**src/rtl/food_spawner.sv**
```systemverilog
// Food placement engine: picks a free playfield cell using an external LFSR, falling back to a row-major scan.
// Latency: 6 cycles best case (spawn_req edge to food_valid); each extra random candidate costs 3-5 cycles, each scanned cell 3.
// Backpressure: none; spawn_req while busy is dropped, occupancy answers are expected exactly one cycle after occ_req.
module food_spawner #(
    parameter int GRID_W    = 20,
    parameter int GRID_H    = 15,
    parameter int MAX_TRIES = 64
) (
    input  logic       clk,
    input  logic       rst,
    input  logic       spawn_req,
    output logic       lfsr_step,
    input  logic [8:0] lfsr_state,
    output logic       occ_req,
    output logic [4:0] occ_x,
    output logic [3:0] occ_y,
    input  logic       occ_hit,
    output logic [4:0] food_x,
    output logic [3:0] food_y,
    output logic       food_valid,
    output logic       busy,
    output logic       spawn_fail
);

    localparam logic [5:0] W_LIM   = 6'(GRID_W);
    localparam logic [4:0] H_LIM   = 5'(GRID_H);
    localparam logic [4:0] X_LAST  = 5'(GRID_W - 1);
    localparam logic [3:0] Y_LAST  = 4'(GRID_H - 1);
    localparam logic [6:0] TRY_LIM = 7'(MAX_TRIES);

    typedef enum logic [2:0] {
        IDLE, STEP, SETTLE, CAND, PROBE, WAIT, SCAN, DONE
    } state_e;

    state_e     state_q, state_d;
    logic [6:0] tries_q, tries_d;
    logic [4:0] scan_x_q, scan_x_d;
    logic [3:0] scan_y_q, scan_y_d;
    logic [4:0] cand_x_q, cand_x_d;
    logic [3:0] cand_y_q, cand_y_d;
    logic [4:0] food_x_q, food_x_d;
    logic [3:0] food_y_q, food_y_d;
    logic       food_valid_q, food_valid_d;
    logic       spawn_fail_q, spawn_fail_d;
    logic       lfsr_step_q, occ_req_q, busy_q;

    logic       reject;
    logic       scanning;
    logic       scan_last;
    logic [6:0] tries_inc;

    // The fallback scan is entered exactly when the random budget is spent, so the tries count doubles as the mode flag.
    assign scanning  = (tries_q == TRY_LIM);
    assign scan_last = (scan_x_q == X_LAST) && (scan_y_q == Y_LAST);
    assign tries_inc = tries_q + 7'd1;

    // Next-state and datapath decisions for the placement sequence.
    always_comb begin
        state_d      = state_q;
        tries_d      = tries_q;
        scan_x_d     = scan_x_q;
        scan_y_d     = scan_y_q;
        cand_x_d     = cand_x_q;
        cand_y_d     = cand_y_q;
        food_x_d     = food_x_q;
        food_y_d     = food_y_q;
        food_valid_d = food_valid_q;
        spawn_fail_d = spawn_fail_q;
        reject       = 1'b0;

        case (state_q)
            IDLE: begin
                if (spawn_req) begin
                    state_d      = STEP;
                    food_valid_d = 1'b0;
                    spawn_fail_d = 1'b0;
                    tries_d      = '0;
                end
            end
            STEP:   state_d = SETTLE;
            SETTLE: state_d = CAND;
            CAND: begin
                cand_x_d = lfsr_state[4:0];
                cand_y_d = lfsr_state[8:5];
                if (({1'b0, lfsr_state[4:0]} < W_LIM) && ({1'b0, lfsr_state[8:5]} < H_LIM)) begin
                    state_d = PROBE;
                end else begin
                    reject = 1'b1;
                end
            end
            PROBE: state_d = WAIT;
            WAIT: begin
                if (!occ_hit) begin
                    state_d = DONE;
                end else if (scanning) begin
                    if (scan_last) begin
                        spawn_fail_d = 1'b1;
                        state_d      = IDLE;
                    end else begin
                        if (scan_x_q == X_LAST) begin
                            scan_x_d = '0;
                            scan_y_d = scan_y_q + 4'd1;
                        end else begin
                            scan_x_d = scan_x_q + 5'd1;
                        end
                        state_d = SCAN;
                    end
                end else begin
                    reject = 1'b1;
                end
            end
            SCAN: begin
                cand_x_d = scan_x_q;
                cand_y_d = scan_y_q;
                state_d  = PROBE;
            end
            DONE: begin
                food_x_d     = cand_x_q;
                food_y_d     = cand_y_q;
                food_valid_d = 1'b1;
                state_d      = IDLE;
            end
            default: state_d = IDLE;
        endcase

        if (reject) begin
            tries_d = tries_inc;
            if (tries_inc == TRY_LIM) begin
                scan_x_d = '0;
                scan_y_d = '0;
                state_d  = SCAN;
            end else begin
                state_d = STEP;
            end
        end
    end

    // State and datapath registers; strobes are decoded from the next state so they leave flops cleanly.
    always_ff @(posedge clk or negedge rst) begin
        if (!rst) begin
            state_q      <= IDLE;
            tries_q      <= '0;
            scan_x_q     <= '0;
            scan_y_q     <= '0;
            cand_x_q     <= '0;
            cand_y_q     <= '0;
            food_x_q     <= '0;
            food_y_q     <= '0;
            food_valid_q <= 1'b0;
            spawn_fail_q <= 1'b0;
            lfsr_step_q  <= 1'b0;
            occ_req_q    <= 1'b0;
            busy_q       <= 1'b0;
        end else begin
            state_q      <= state_d;
            tries_q      <= tries_d;
            scan_x_q     <= scan_x_d;
            scan_y_q     <= scan_y_d;
            cand_x_q     <= cand_x_d;
            cand_y_q     <= cand_y_d;
            food_x_q     <= food_x_d;
            food_y_q     <= food_y_d;
            food_valid_q <= food_valid_d;
            spawn_fail_q <= spawn_fail_d;
            lfsr_step_q  <= (state_d == STEP);
            occ_req_q    <= (state_d == PROBE);
            busy_q       <= (state_d != IDLE);
        end
    end

    assign lfsr_step  = lfsr_step_q;
    assign occ_req    = occ_req_q;
    assign occ_x      = cand_x_q;
    assign occ_y      = cand_y_q;
    assign food_x     = food_x_q;
    assign food_y     = food_y_q;
    assign food_valid = food_valid_q;
    assign busy       = busy_q;
    assign spawn_fail = spawn_fail_q;

endmodule
```
**config.mk**
```make
export PLATFORM = sky130hd
export DESIGN_NAME = food_spawner
export DESIGN_NICKNAME = d
export VERILOG_FILES = /design/src/rtl/food_spawner.sv
export SDC_FILE = /design/constraint.sdc
export NUM_CORES = 1
export LEC_CHECK = 0
export ABC_AREA = 1
export CAP_MARGIN = 30
export CELL_PAD_IN_SITES_DETAIL_PLACEMENT = 0
export CELL_PAD_IN_SITES_GLOBAL_PLACEMENT = 1
export CORE_UTILIZATION = 39
export DETAILED_ROUTE_END_ITERATION = 8
export PLACE_DENSITY = 0.75
export SLEW_MARGIN = 20
export SYNTH_ARGS = -nofsm -noshare
export SYNTH_HDL_FRONTEND = slang
export SYNTH_SLANG_ARGS = --single-unit
```
**constraint.sdc**
```tcl
create_clock -name clk -period 2.1 [get_ports clk]
set_input_delay 0.42 -clock clk [delete_from_list [all_inputs] [get_ports clk]]
set_output_delay 0.42 -clock clk [all_outputs]
set_load 0.01 [all_outputs]
```
==> results.md <==
- The final net count is 340.
- Synthesis produced between 200 and 300 cells.
- The maximum operating frequency is roughly 570 MHz.
- The library cells used most frequently in the layout, excluding fill and tap cells, are nand2_1 (68), dfrtp_1 (42), inv_1 (37).
- The synthesis-to-layout area growth is 23.9%.
- The total power is roughly 3.1 mW.
- The number of library cell types mapped by synthesis is 29.
- The worst min-delay path category is in2async.
- For the final routed database, the setup TNS stands at 0 ns.
- TritonCTS built the clock tree.
- Max-cap violations in this run came to 0.
- The data arrival at the endpoint of the critical path is between 1.5 and 2 ns.
- Of the total power, combinational logic draws 0.436.
- The leakage power total is ~1.3 nW.
- STA classifies the critical path startpoint as a primary input.
- The die is between 70 and 80 microns wide.
- The count of antenna-violating nets left after detailed routing is 0.
- After clock tree synthesis, the repair step resized 0 gates.
- The post-cts hold buffer count is 0.
- Headroom to the max-slew limit came out at 0.653.
- The net switching component of the power is 1.17 mW.
- The number of global-route vias before repair is between 1,500 and 2,000.
- The run finished with clean final reports.
- The average via count per standard cell is roughly 4.8.
- Sorting the synthesized cells by area gives the leading types as dfrtp_1 (48%), nand2_1 (12%), o21ai_0 (6.8%).
- Setup violations remaining at the end of the flow were counted as 0.
- The longest clock path from root to sink contains 2 buffers.
- The maximum number of pins on one net before global-route repair is 23.
- The worst flop-to-flop path endpoint is scan_y_q[3].
- The routed length per instance is roughly 12 microns.
- Data on the critical path is required at its endpoint by approximately 2.3 ns.
- Excluding fillers, the count of instances in the completed layout stands at ~390.
- Setup repair after global routing left no endpoint under its margin.
- The worst-case reg-to-reg path depth is 11.
- The DRC marker count from the first detailed-route iteration is between 100 and 150.
- For this run the aggregate overflow at the end of global routing stands at 0.
- The placed wire-length estimate is between 3000 and 4000 microns.
- The startpoint identified for the worst register-to-register timing path is tries_q[0].
- Counting the fill cells in the layout gives around 560.
- In this run the tool buffered the top-level ports with 35 buffer cells.
- The switching part of the total is 0.373.
- The portion of the post-synthesis area used by sequential elements is 0.476.
- The clock network fraction of total power is 0.156.
- The area inside the core boundary is approximately 0.0055 sq mm.
- For this block, the via count after detailed routing is ~1,900.
- When the netlist entered floorplanning its net count stood at around 300.
- The type of destination of the critical path is a flop.
- Dividing total power by cell area gives a power density of 1150 mW/mm^2.
- The max-slew violation count is 0.
- The final critical delay including setup and external delays is about 1.7 ns.
- The library cell used most frequently in the layout, excluding fill and tap cells, is nand2_1.
- Row generation in the floorplan step produced 27 rows.
- Of the post-synthesis cell area, the dominant cell type holds 0.476.
- From bottom edge to top edge, the die measures just under 80 microns.
- Counting every sink on the clock net gives 42.
- The tree is rooted in a clkbuf_8.
- The count of final hold-check violations is 0.
- After clock tree synthesis, the clock-pin slew on the worst setup and hold paths is ~0.08 ns.
- The largest fanout on the critical path is 3.
- The wire length of the first global-routing pass is ~8800 microns.
- The boundary pin count is 36.
- The placer's final routability congestion estimate is 0.792.
- The top cell type by total area after synthesis is dfrtp_1.
- The insertion delay of the later-clocked pin in the worst-skew pair is 0.29 ns.
- The initial antenna violation count is 0.
- The post-synthesis register bit count is between 40 and 50.
- The number of instances in the placed design is approximately 390.
- The critical path class is in2reg.
- The number of clock buffers inserted by TritonCTS is 5.
- For this run, the total global-route usage over all layers was measured as 0.187.
- The level count of the clock H-tree is 2.
- The area of the die is 0.00596 sq mm.
- The largest vdd supply drop is 0.467 mV.
- The final period utilization is 0.830.
- The internal portion of the total power is between 1.5 and 2 mW.
- The setup clock skew after layout is about 0.0051 ns.
- Of the cells placed in the final design, the portion with a size suffix greater than 1 is 0.0994.
- The sequential group share of total power is 0.408.
- The repair_antennas step left the layout with diodes totalling 0.
- For this configuration, the core starts out at a cell density of 0.403.
- The number of warnings printed during yosys synthesis is 0.
- Hold timing on the final database bottoms out at a slack of between 0.09 and 0.1 ns.
- The actual slew at the worst max-slew pin is around 0.52 ns.
- After detailed routing, the number of remaining DRC violations is 0.
- The per-instance average area after synthesis is slightly below 8 sq um.
- The mapped cell area is 0.00221 sq mm.
- The number of setup buffers added after CTS is 0.
- For this block, the routed nets add up to ~5000 microns of wire.
- The setup slack on the worst flop-to-flop path is 0.37 ns.
- The pre-antenna-repair detailed-routing pass consisted of 4 iterations.
-- cell families (layout without fill, tap and decap cells) --
family	count (synthesis)	after routing	synth area share
and+or+nand+nor	131	131	0.267
adders and majority gates	5	5	0.0284
AOI/OAI and AO/OA	53	53	0.131
muxes	1	1	0.00510
xor gates and xnor gates	2	2	0.00794
buffers and inverters	47	88	0.0839
DFF	42	42	0.476
-- metal layers --
layer | vias up | share of wire | global-route usage
met5 | - | 0 | 0
met2 | 42 | 0.46 | 0.307
li1 | 992 | - | -
met3 | 8 | 0.039 | 0.0381
met1 | 864 | 0.49 | 0.245
met4 | 0 | 0.016 | 0.0585
-- synth_stat cells --
| library cell | n |
|---|---|
| a21oi_1 | 3 |
| nand2_4 | 1 |
| nand3_2 | 2 |
| inv_1 | 37 |
| o22ai_1 | 4 |
| nor2_4 | 2 |
| dfrtp_1 | 42 |
| ha_1 | 5 |
| buf_2 | 2 |
| nand3_1 | 22 |
| o31ai_1 | 1 |
| nand4_1 | 5 |
| buf_4 | 1 |
| nor2_2 | 1 |
| clkbuf_1 | 1 |
| nand2_1 | 68 |
| o211ai_1 | 1 |
| inv_2 | 5 |
| nor3_1 | 2 |
| mux2_2 | 1 |
| o221ai_1 | 2 |
| xor2_1 | 2 |
| nor2_1 | 21 |
| a21boi_0 | 1 |
| nand2_2 | 7 |
| o21ai_0 | 30 |
| o21ai_1 | 10 |
| inv_4 | 1 |
| a21oi_2 | 1 |
-- area by class of cell --
type	instances	area, sq um	area share
Clock buffer	5	68.8	0.0252
Clock inverter	2	10.0	0.00366
Inverter	43	164	0.0600
Multi-Input combinational cell	192	970	0.355
Sequential cell	42	1050	0.384
Tap cell	72	90.1	0.0330
Timing Repair Buffer	38	380	0.139
-- power by group through the flow --
stage          clock network [mW]  registers (mW)  logic, mW
3_5_place_dp                    0            1.30       1.38
4_1_cts                     0.503            1.29       1.39
6_report                    0.491            1.28       1.37
2_1_floorplan                   0            1.36      0.686
3_3_place_gp                    0            1.29       1.38
5_1_grt                     0.541            1.33       1.55
-- critical path, cell delays in order --
cell and delay, ns:
clkdlybuf4s50_1 0.44, o21ai_1 0.21, nand2_1 0.11, nand2_2 0.11, nand2_1 0.07, nor3_1 0.34, nand3_1 0.13, nor2_1 0.12
-- registers in the layout, summed over array words and instances (netlist names), 3 cells and up --
name and flops:
state_q 3, occ_y 4, scan_x_q 5, scan_y_q 4, food_y 4, occ_x 5, tries_q 7, food_x 5
-- through the flow --
stage	utilization	instance area, sq um	setup WS, ns
after floorplan	-	2210	0.602
after global placement	0.485	2660	0.0846
after detailed placement	0.485	2660	0.0602
after CTS	0.500	2730	0.348
after global routing	0.500	2730	0.168
final	0.500	2730	0.356
-- worst max path at each step --
stage | depth (start not counted) | start | to
final | 8 | lfsr_state[3] | occ_req
after global routing | 9 | scan_x_q[1] | occ_req
after CTS | 11 | tries_q[0] | scan_y_q[3]
after detailed placement | 8 | lfsr_state[3] | occ_req
after global placement | 8 | lfsr_state[3] | occ_req
after floorplan | 11 | tries_q[0] | scan_y_q[3]
Power figures use the tool's default switching activity.
